`src/rtl/plot_pkg.sv`:
```
// plot_pkg: shared state encoding and screen/box constants for the plot engine.
package plot_pkg;

  // Controller-visible phases of the plot engine.
  typedef enum logic [1:0] {
    S_IDLE  = 2'd0,
    S_DRAW  = 2'd1,
    S_CLEAR = 2'd2,
    S_DONE  = 2'd3
  } state_e;

  localparam int SCREEN_W = 160;
  localparam int SCREEN_H = 120;
  localparam int BOX      = 4;

  localparam logic [2:0] CLEAR_COLOUR = 3'd0;

endpackage : plot_pkg

```
`src/rtl/plot_engine_raster_counter.sv`:
```
// raster_counter: row-major x/y sweep counter. x runs 0..W-1 (inner) and wraps,
// stepping y 0..H-1 (outer). last_o flags the final (W-1,H-1) position so the
// owner can leave its sweep state on the same edge the counter wraps to (0,0).
// clr_i holds the counter at the origin while the owner is not sweeping.
module raster_counter #(
  parameter int W  = 160,
  parameter int H  = 120,
  parameter int XW = 8,
  parameter int YW = 7
) (
  input  logic          clk,
  input  logic          rst_n,
  input  logic          clr_i,
  input  logic          en_i,
  output logic [XW-1:0] x_o,
  output logic [YW-1:0] y_o,
  output logic          last_o
);

  logic [XW-1:0] x_q, x_d;
  logic [YW-1:0] y_q, y_d;
  logic          x_wrap_s;
  logic          y_wrap_s;

  assign x_wrap_s = (x_q == XW'(W - 1));
  assign y_wrap_s = (y_q == YW'(H - 1));
  assign last_o   = x_wrap_s && y_wrap_s;
  assign x_o      = x_q;
  assign y_o      = y_q;

  // Next position: hold at origin when cleared, else advance row-major.
  always_comb begin
    x_d = x_q;
    y_d = y_q;
    if (clr_i) begin
      x_d = '0;
      y_d = '0;
    end else if (en_i) begin
      if (x_wrap_s) begin
        x_d = '0;
        if (y_wrap_s) begin
          y_d = '0;
        end else begin
          y_d = y_q + YW'(1);
        end
      end else begin
        x_d = x_q + XW'(1);
      end
    end else begin
      x_d = x_q;
    end
  end

  // Position registers.
  always_ff @(posedge clk or negedge rst_n) begin
    if (!rst_n) begin
      x_q <= '0;
      y_q <= '0;
    end else begin
      x_q <= x_d;
      y_q <= y_d;
    end
  end

endmodule : raster_counter

```
`src/rtl/plot_engine.sv`:
```
// plot_engine: executes load-x / plot / clear commands from the lab7 control FSM
// and drives the VGA adapter write port one pixel per cycle.
// Build option BOX_FILL_EN: when defined, plot fills a BOX x BOX square at (x,y);
// when undefined, plot writes the single pixel (x,y).
// All write-port outputs are decoded from registered state only.
module plot_engine #(
  parameter int X_W      = 8,
  parameter int Y_W      = 7,
  parameter int C_W      = 3,
  parameter int SCREEN_W = plot_pkg::SCREEN_W,
  parameter int SCREEN_H = plot_pkg::SCREEN_H
) (
  input  logic           clock,
  input  logic           ResetN,
  input  logic           cmd_ldx,
  input  logic           cmd_plot,
  input  logic           cmd_clear,
  input  logic [Y_W-1:0] data_in,
  input  logic [C_W-1:0] colour_in,
  output logic           busy,
  output logic           done,
  output logic [X_W-1:0] vga_x,
  output logic [Y_W-1:0] vga_y,
  output logic [C_W-1:0] vga_colour,
  output logic           vga_plot
);

  import plot_pkg::*;

  state_e         state_q, state_d;
  logic [X_W-1:0] x_q, x_d;
  logic [Y_W-1:0] y_q, y_d;
  logic [C_W-1:0] col_q, col_d;

  logic [X_W-1:0] clr_x_s;
  logic [Y_W-1:0] clr_y_s;
  logic           clr_last_s;
  logic           draw_last_s;
  // One bit wider than the write address so the clip test sees the carry.
  logic [X_W:0]   px_s;
  logic [Y_W:0]   py_s;

  // Full-screen sweep used by the clear command.
  raster_counter #(
    .W  (SCREEN_W),
    .H  (SCREEN_H),
    .XW (X_W),
    .YW (Y_W)
  ) u_clear_cnt (
    .clk    (clock),
    .rst_n  (ResetN),
    .clr_i  (state_q != S_CLEAR),
    .en_i   (state_q == S_CLEAR),
    .x_o    (clr_x_s),
    .y_o    (clr_y_s),
    .last_o (clr_last_s)
  );

`ifdef BOX_FILL_EN
  localparam int BW = $clog2(BOX);
  logic [BW-1:0] box_dx_s;
  logic [BW-1:0] box_dy_s;

  // Offset sweep across the box: cnt[1:0] is dx, cnt[3:2] is dy.
  raster_counter #(
    .W  (BOX),
    .H  (BOX),
    .XW (BW),
    .YW (BW)
  ) u_box_cnt (
    .clk    (clock),
    .rst_n  (ResetN),
    .clr_i  (state_q != S_DRAW),
    .en_i   (state_q == S_DRAW),
    .x_o    (box_dx_s),
    .y_o    (box_dy_s),
    .last_o (draw_last_s)
  );

  assign px_s = {1'b0, x_q} + (X_W + 1)'(box_dx_s);
  assign py_s = {1'b0, y_q} + (Y_W + 1)'(box_dy_s);
`else
  assign draw_last_s = 1'b1;
  assign px_s        = {1'b0, x_q};
  assign py_s        = {1'b0, y_q};
`endif

  // Command decode in IDLE (clear > plot > ldx) and sweep-completion transitions.
  always_comb begin
    state_d = state_q;
    x_d     = x_q;
    y_d     = y_q;
    col_d   = col_q;
    case (state_q)
      S_IDLE: begin
        if (cmd_clear) begin
          state_d = S_CLEAR;
        end else if (cmd_plot) begin
          y_d     = data_in;
          col_d   = colour_in;
          state_d = S_DRAW;
        end else if (cmd_ldx) begin
          x_d = X_W'(data_in);
        end else begin
          state_d = S_IDLE;
        end
      end
      S_DRAW: begin
        if (draw_last_s) begin
          state_d = S_DONE;
        end else begin
          state_d = S_DRAW;
        end
      end
      S_CLEAR: begin
        if (clr_last_s) begin
          state_d = S_DONE;
        end else begin
          state_d = S_CLEAR;
        end
      end
      S_DONE:  state_d = S_IDLE;
      default: state_d = S_IDLE;
    endcase
  end

  // Write-port and handshake decode; off-screen box pixels are suppressed.
  always_comb begin
    busy       = 1'b1;
    done       = 1'b0;
    vga_plot   = 1'b0;
    vga_x      = x_q;
    vga_y      = y_q;
    vga_colour = col_q;
    case (state_q)
      S_IDLE: busy = 1'b0;
      S_DRAW: begin
        vga_x    = px_s[X_W-1:0];
        vga_y    = py_s[Y_W-1:0];
        vga_plot = (px_s < (X_W + 1)'(SCREEN_W)) && (py_s < (Y_W + 1)'(SCREEN_H));
      end
      S_CLEAR: begin
        vga_x      = clr_x_s;
        vga_y      = clr_y_s;
        vga_colour = C_W'(CLEAR_COLOUR);
        vga_plot   = 1'b1;
      end
      S_DONE:  done = 1'b1;
      default: busy = 1'b0;
    endcase
  end

  // State and latched command operands.
  always_ff @(posedge clock or negedge ResetN) begin
    if (!ResetN) begin
      state_q <= S_IDLE;
      x_q     <= '0;
      y_q     <= '0;
      col_q   <= '0;
    end else begin
      state_q <= state_d;
      x_q     <= x_d;
      y_q     <= y_d;
      col_q   <= col_d;
    end
  end

endmodule : plot_engine

```
`config.mk`:
```
export PLATFORM = sky130hd
export DESIGN_NAME = plot_engine
export DESIGN_NICKNAME = d
export VERILOG_FILES = /design/src/rtl/plot_pkg.sv /design/src/rtl/plot_engine_raster_counter.sv /design/src/rtl/plot_engine.sv
export SDC_FILE = /design/constraint.sdc
export NUM_CORES = 1
export LEC_CHECK = 0
export ABC_AREA = 1
export CAP_MARGIN = 5
export CELL_PAD_IN_SITES_DETAIL_PLACEMENT = 1
export CELL_PAD_IN_SITES_GLOBAL_PLACEMENT = 2
export CORE_MARGIN = 4
export CORE_UTILIZATION = 31
export DETAILED_ROUTE_END_ITERATION = 10
export PLACE_DENSITY_LB_ADDON = 0.08
export SKIP_CTS_REPAIR_TIMING = 1
export SYNTH_ARGS = -nofsm -noshare
export SYNTH_HDL_FRONTEND = slang
export SYNTH_SLANG_ARGS = --single-unit
```
`constraint.sdc`:
```
create_clock -name clock -period 3.4 [get_ports clock]
set_input_delay 0.68 -clock clock [delete_from_list [all_inputs] [get_ports clock]]
set_output_delay 0.68 -clock clock [all_outputs]
set_load 0.02 [all_outputs]
```
======== Yosys cells after proc, flatten, opt, wreduce, memory -nomap -nowiden ========
Cells that the tools add are included.
cells by class
  add/sub/neg operators ................... 2
  magnitude comparators ................... 2
  equal/unequal tests ..................... 7
  muxes and demuxes ....................... 18
  bitwise gates (word level) .............. 2
  reductions and logical operators ........ 8
operators with widths
  kind                                                                    count
  7-bit two-way mux                                                       5
  8-bit two-way mux                                                       4
  8-bit by 1-bit adder with 8-bit output (second input constant)          1
  8-bit equality test (second input constant)                             1
  7-bit by 8-bit < comparator with 1-bit output (second input constant)   1
  2-bit case mux with 4 select lines                                      1
  7-bit by 1-bit adder with 7-bit output (second input constant)          1
  7-bit equality test (second input constant)                             1
  7-bit < comparator (second input constant)                              1
  2-bit two-way mux                                                       3
  2-bit equality test (second input constant)                             2
  4-bit != test (second input constant)                                   1
  4-bit AND reduction                                                     1
  2-bit nonzero test                                                      2
  1-bit two-way mux                                                       3
  3-bit two-way mux                                                       1
  3-bit AND reduction                                                     1
  2-bit by 1-bit equality test with 1-bit output (second input constant)  1
  1-bit logical AND                                                       2
  2-bit logical NOT                                                       1
  2-bit != test (second input constant)                                   1
  1-bit inverter                                                          2
  1-bit case mux with 2 select lines                                      1
  2-bit AND reduction                                                     1
storage, ports and cells
  register bits ........................... 34
  output and inout bits ................... 21

======== Depth between registers and ports, before layout ========
Gate-level depths: netlist of run 1.
  depth after elaboration ................. 5
  gate-level depth with buffers ........... 9
  mapped depth without buffers ............ 9

======== Hierarchy ========
Synthesis of run 1 repeated with hierarchy kept, for this count alone.
unflattened totals
  cell total of the unflattened synthesis .. 247
  area total of the unflattened synthesis .. 1898.1 um^2
modules (own cells, without submodules)
  module          instances  cells each  area an instance (um^2)
  plot_engine     1          142         1051.0
  raster_counter  1          105         847.1

======== Least setup slack after synthesis of run 1 ========
OpenSTA, ideal clock, no wires.
  path type ............................... reg-to-output
  start ................................... register state_q[0]
  end ..................................... output vga_y[6]
  data arrival time ....................... 1541 ps
  required time ........................... 2720 ps
  slack ................................... 1179 ps
  stages on the path, launching flop included .. 7
  cells stage by stage .................... dfrtp_1 -> inv_1 -> ha_1 -> buf_4 -> clkinv_2 -> buf_2 -> o21ai_0
on the way
  longest elaborated chain between the ends .. 2
ends and longest elaborated chain
  what                      RTL line            text
  start: declaration        plot_engine.sv:30   state_e state_q, state_d;
  start signal: assignment  plot_engine.sv:161  state_q <= state_d;
  2-bit equality test       plot_engine.sv:135  case (state_q)
  7-bit two-way mux         plot_engine.sv:135
  end: declaration          plot_engine.sv:23   output logic [Y_W-1:0] vga_y,
Every way passes these cells.

======== Worst setup path after layout of run 1 ========
  start ................................... register state_q[0]
  end ..................................... output vga_plot
on the way
  longest elaborated chain between the ends .. 2
  elaborated cells on any way between the ends .. 3
  classes of those cells .................. 2 x eq/ne; 1 x mux
ends and longest elaborated chain
  what                                                                                          RTL line            text
  2-bit equality test / 2-bit by 1-bit equality test with 1-bit output (equally long branches)  plot_engine.sv:135
  1-bit case mux with 2 select lines (*)                                                        plot_engine.sv:135
  end: declaration                                                                              plot_engine.sv:25   output logic vga_plot
Mark *: on every way between the ends. The rest lies on a longest branch, timed or not.

==> impl_metrics.yaml, run 1 <==
outcome:
  outcome: "finished clean"
synthesis:
  synth_cells: 244
  synth.largest_area_cell: "dfrtp_1"
  ys_seq_elements: 34
  synth_top_area_frac: 0.456
  ys_seq_area_frac: 0.456
  synthesis.area_um2: 1870
  yosysWarnings: 0
  yosysUniqueCellTypes: 24
  synth.net_count: 266
  synthTopCellsByArea: "dfrtp_1 46%, nand2_1 14%, o21ai_0 8.9%"
  synth_area_per_cell_um2: 7.65
detailed_routing:
  ant_nets: 0
  drc: 0
  first_pass_iters: 4
  num_vias: 1650
  routed_wl_um: 4990
  via_per_inst: 4.67
  wire_per_inst_um: 14.1
  first_iter_violations: 57
timing:
  fin_crit_sh: 0.897
  setup_violations: 0
  setup_slack_ns: 0.349
  worst_pin_slew_ns: 0.731
  final_hold_viol_count: 0
  fin_crit_ns: 3.05
  clock_skew_ns: 0.00545
  drv_slew: 0
  whs_ns: 0.488
  fin_setup_tns_ns: 0
  rsz0062_at_grt: "false"
  relSlewSlack: 0.511
  fmax_mhz: 328
power_and_ir_drop:
  ir_drop_mv: 0.384
  p_clk_frac: 0.191
  p_int_mw: 1.14
  pwr-share-seq: 0.310
  p_leak_nw: 1.12
  swShare: 0.414
  design_power_total_mw: 1.94
  power_frac_comb: 0.499
  switching_power_mw: 0.804
  powerDensity_nw_per_um2: 816
layout:
  final_util: 0.420
  fin_nets: 302
  drive_gt1_frac: 0.0819
  fillCellCount: 719
  synthToLayoutAreaGrowth_pct: 27.7
  seqCellArea_um2: 851
  antenna_cells: 0
  multi_input_area_um2: 842
  final_cells: 353
  final_area_um2: 2380
die:
  start_util: 0.329
  rows: 27
  die_x_um: 85.6
  die_area_um2: 7320
  coreArea_um2: 5680
  die_h_um: 85.6
  ios: 36
clock_network:
  cts_buffers: 5
  htreeDepth: 2
  clkSlewWorstSetupHoldPaths_ns: 0.07
  cts_tree: "done"
  clkLatencyLatePin_ns: 0.29
  root_buffer: "clkbuf_8"
  clockBufferDepth: 2
  cts_sinks: 34
critical_path:
  end_kind: "output pin"
  slowest_delay_ns: 0.60
  crit_required_ns: 2.72
  path_class: "reg2out"
  cp_max_fo: 26
  crit_chain: "inv_1 -> ha_1 -> clkinv_2 -> nand2_1 -> o221a_2 -> clkdlybuf4s50_1"
  slowest_stage: "clkdlybuf4s50_1"
  arrival_ns: 2.37
  startpoint_type: "register"
placed_design:
  place_inst: 345
  pre_cts_ws_ns: 0.651
  portBuffers: 35
  dp_hpwl_um: 3830
  placed_cell_area_um2: 2270
  gp_congestion: 0.769
global_route:
  grtUsageTotal: 0.146
  grt_max_degree: 35
  grt_pass1_vias: 1698
  antenna_found_initial: 0
  grt_pass1_wl_um: 8420
  gr-total-overflow: 0
job:
  cap_violations: 0
min_path:
  min_path_type: "reg2reg"
final timing paths:
kind,start,to,slack [ns],cells after the start
min in group asynchronous,ResetN,u_clear_cnt.x_o[6]$_DFF_PN0_,0.81,2
max in group asynchronous,ResetN,u_clear_cnt.y_o[0]$_DFFE_PN0P_,2.26,2
max,state_q[0]$_DFFE_PN0P_,vga_plot,0.35,6
min,x_q[3]$_DFFE_PN0P_,x_q[3]$_DFFE_PN0P_,0.49,2
max reg2reg,state_q[1]$_DFFE_PN0P_,y_q[5]$_DFFE_PN0P_,1.62,4
min reg2reg,x_q[3]$_DFFE_PN0P_,x_q[3]$_DFFE_PN0P_,0.49,2
per-layer routing:
metal | track usage | wire length (um)
met1 | 0.196 | 2390
met2 | 0.239 | 2450
met3 | 0.0317 | 109
met4 | 0.0345 | 42
met5 | 0 | 0
layout by cell type, fill, tap and decap left out, drive strengths merged:
cell,count
nand2,73
clkdlybuf4s50,35
dfrtp,34
o21ai,33
inv,32
nor2,32
nand3,10
a21oi,7
ha,7
clkbuf,5
clkinv,3
nand4,2
buf,2
o221a,1
nor3,1
xor2,1
o21bai,1
o211ai,1
bufinv,1
sequential cells by signal, indices dropped and copies added, names as in the netlist:
| signal | count |
|---|---|
| u_clear_cnt.y_o | 7 |
| x_q | 7 |
| state_q | 2 |
| u_clear_cnt.x_o | 8 |
| y_q | 7 |
| col_q | 3 |
cell families after synthesis:
logic type,synth area share
simple gates,0.278
compound gates,0.121
buf+inv,0.0926
flops,0.456
fa+ha+maj,0.0469
xor+xnor,0.00470
power groups by stage:
| stage | Clock, mW | Combinational (mW) | Sequential [mW] |
|---|---|---|---|
| floorplan | 0 | 0.593 | 0.581 |
| global placement | 0 | 0.984 | 0.605 |
| detailed placement | 0 | 0.995 | 0.610 |
| CTS | 0.383 | 1.00 | 0.602 |
| global route | 0.406 | 1.08 | 0.618 |
| finish | 0.372 | 0.970 | 0.601 |
cell type report:
type	count	share of cell area
clock inverters	3	0.0168
multi-input cells	169	0.353
clock buffers	5	0.0289
well taps	72	0.0378
flip-flops and latches	34	0.357
repair buffers	37	0.153
inverters	33	0.0525
Yosys cell counts, drive strengths merged:
library cell and count:
clkinv 1, inv 32, nand4 2, nand3 10, nand2 73, a21oi 7
xor2 1, clkbuf 1, o21ai 33, o221a 1, nor3 1, o21bai 1
ha 7, dfrtp 34, buf 7, o211ai 1, nor2 32
worst max-delay path: cells and delay by family (launching register included):
kind / cells / cell delay (ns)
buffers and inverters: 3 / 1.01
DFF: 1 / 0.42
and+or+nand+nor: 1 / 0.24
AOI/OAI and AO/OA: 1 / 0.22
adders and majority gates: 1 / 0.19
No activity file was read; power rests on OpenSTA's default activity.
==> inputs of run 2 (changes only) <==
--- a/config.mk
+++ b/config.mk
@@ -6,11 +6,10 @@
 export NUM_CORES = 1
 export LEC_CHECK = 0
 export ABC_AREA = 1
+export ABC_CLOCK_PERIOD_IN_PS = 3400
 export CAP_MARGIN = 5
-export CELL_PAD_IN_SITES_DETAIL_PLACEMENT = 1
-export CELL_PAD_IN_SITES_GLOBAL_PLACEMENT = 2
 export CORE_MARGIN = 4
-export CORE_UTILIZATION = 31
+export CORE_UTILIZATION = 55
 export DETAILED_ROUTE_END_ITERATION = 10
 export PLACE_DENSITY_LB_ADDON = 0.08
 export SKIP_CTS_REPAIR_TIMING = 1
==> impl_metrics.yaml, run 2 (synthesis results as in run 1) <==
outcome:
  outcome: "finished clean"
power_and_ir_drop:
  power_frac_comb: 0.513
  swShare: 0.417
  p_int_mw: 1.07
  pwr-share-seq: 0.327
  p_leak_nw: 1.10
  ir_drop_mv: 0.551
  p_clk_frac: 0.160
  powerDensity_nw_per_um2: 795
  switching_power_mw: 0.769
clock_network:
  cts_sinks: 34
  clkLatencyLatePin_ns: 0.35
  cts_buffers: 5
  clockBufferDepth: 2
  htreeDepth: 2
  cts_tree: "done"
  clkSlewWorstSetupHoldPaths_ns: 0.10
  root_buffer: "clkbuf_4"
detailed_routing:
  via_per_inst: 5.08
  wl_met2_um: 1980
  routed_wl_um: 4110
  first_pass_iters: 4
  num_vias: 1650
  top_layer: "met4"
  drc: 0
  route.met3.wl_um: 183
  m1WireLength_um: 1900
  wire_per_inst_um: 12.7
  ant_nets: 0
  first_iter_violations: 136
critical_path:
  crit_required_ns: 2.72
  arrival_ns: 2.42
  path_class: "reg2out"
  ff2ff_setup_slack_ns: 1.69
  cp_max_fo: 26
  startpoint_type: "register"
  end_kind: "output pin"
layout:
  synthToLayoutAreaGrowth_pct: 24.1
  drive_gt1_frac: 0.0819
  antenna_cells: 0
  final_area_um2: 2320
  fin_nets: 302
  layout_common_cells: "69 x nand2_1, 35 x clkdlybuf4s50_1, 34 x dfrtp_1"
  final_common_cell: "nand2_1"
  largest_reg_flops: 8
  final_util: 0.735
job:
  cap_violations: 0
global_route:
  antenna_found_initial: 0
  grt_pass1_vias: 1560
  gr-total-overflow: 0
  grt_max_degree: 35
  grt_pass1_wl_um: 6920
  grtUsageTotal: 0.209
timing:
  drv_slew: 0
  rsz0062_at_grt: "false"
  fin_crit_ns: 3.10
  worst_pin_slew_ns: 0.651
  final_hold_viol_count: 0
  fin_setup_tns_ns: 0
  setup_violations: 0
  fin_crit_sh: 0.913
  fmax_mhz: 322
  whs_ns: 0.497
  relSlewSlack: 0.565
  clock_skew_ns: 0.00334
die:
  rows: 20
  die_x_um: 66.2
  coreArea_um2: 3150
  ios: 36
  die_h_um: 66.2
  start_util: 0.592
  die_area_um2: 4390
min_path:
  min_path_type: "reg2reg"
placed_design:
  portBuffers: 35
  placed_cell_area_um2: 2240
  gp_congestion: 0.841
  dp_hpwl_um: 3000
## run 2: cell types whose count changed in the layout (fill, tap and decap cells not counted)
cell,before,now
clkbuf_4,0,5
clkbuf_8,5,0
## run 2: final timing paths
check,startpoint,to,cells past startpoint
setup / recovery,state_q[0]$_DFFE_PN0P_,vga_y[3],5
hold / removal,x_q[3]$_DFFE_PN0P_,x_q[3]$_DFFE_PN0P_,2
setup reg to reg,state_q[0]$_DFFE_PN0P_,y_q[2]$_DFFE_PN0P_,4
hold reg to reg,x_q[3]$_DFFE_PN0P_,x_q[3]$_DFFE_PN0P_,2
max in group asynchronous,ResetN,state_q[0]$_DFFE_PN0P_,2
min in group asynchronous,ResetN,u_clear_cnt.x_o[7]$_DFF_PN0_,2
## run 2: per-layer routing
metal	track usage	vias to the layer above
li1	-	830
met2	0.341	32
met5	0	-
met4	0.0685	0
met3	0.0612	7
met1	0.264	781
## run 2: cell type report
cell class / instances / area, um^2
sequential: 34 / 851
multi-input combinational: 169 / 842
fill: 276 / 837
timing repair buffer: 37 / 365
inverter: 33 / 125
tap: 44 / 55.1
clock inverter: 3 / 40.0
clock buffer: 5 / 37.5
## run 2: power by group through the flow
stage               registers [mW]  logic, mW  clock network [mW]
floorplan                    0.581      0.593                   0
finish                       0.602      0.946               0.295
CTS                          0.599      0.952               0.300
detailed placement           0.606      0.947                   0
global route                 0.612       1.04               0.321
global placement             0.603      0.935                   0
## run 2: per-stage QoR
stage	setup slack (ns)	std cells	total power [mW]
floorplan	1.18	244	1.17
finish	0.295	325	1.84
global placement	0.694	317	1.54
global route	0.148	325	1.97
CTS	0.298	325	1.85
detailed placement	0.676	317	1.55
## run 2: critical path, cell delays in order (launching register included)
cell and delay (ns):
dfrtp_1 0.43, inv_1 0.13, ha_1 0.20, clkinv_2 0.27, o21ai_0 0.38, clkdlybuf4s50_1 0.67
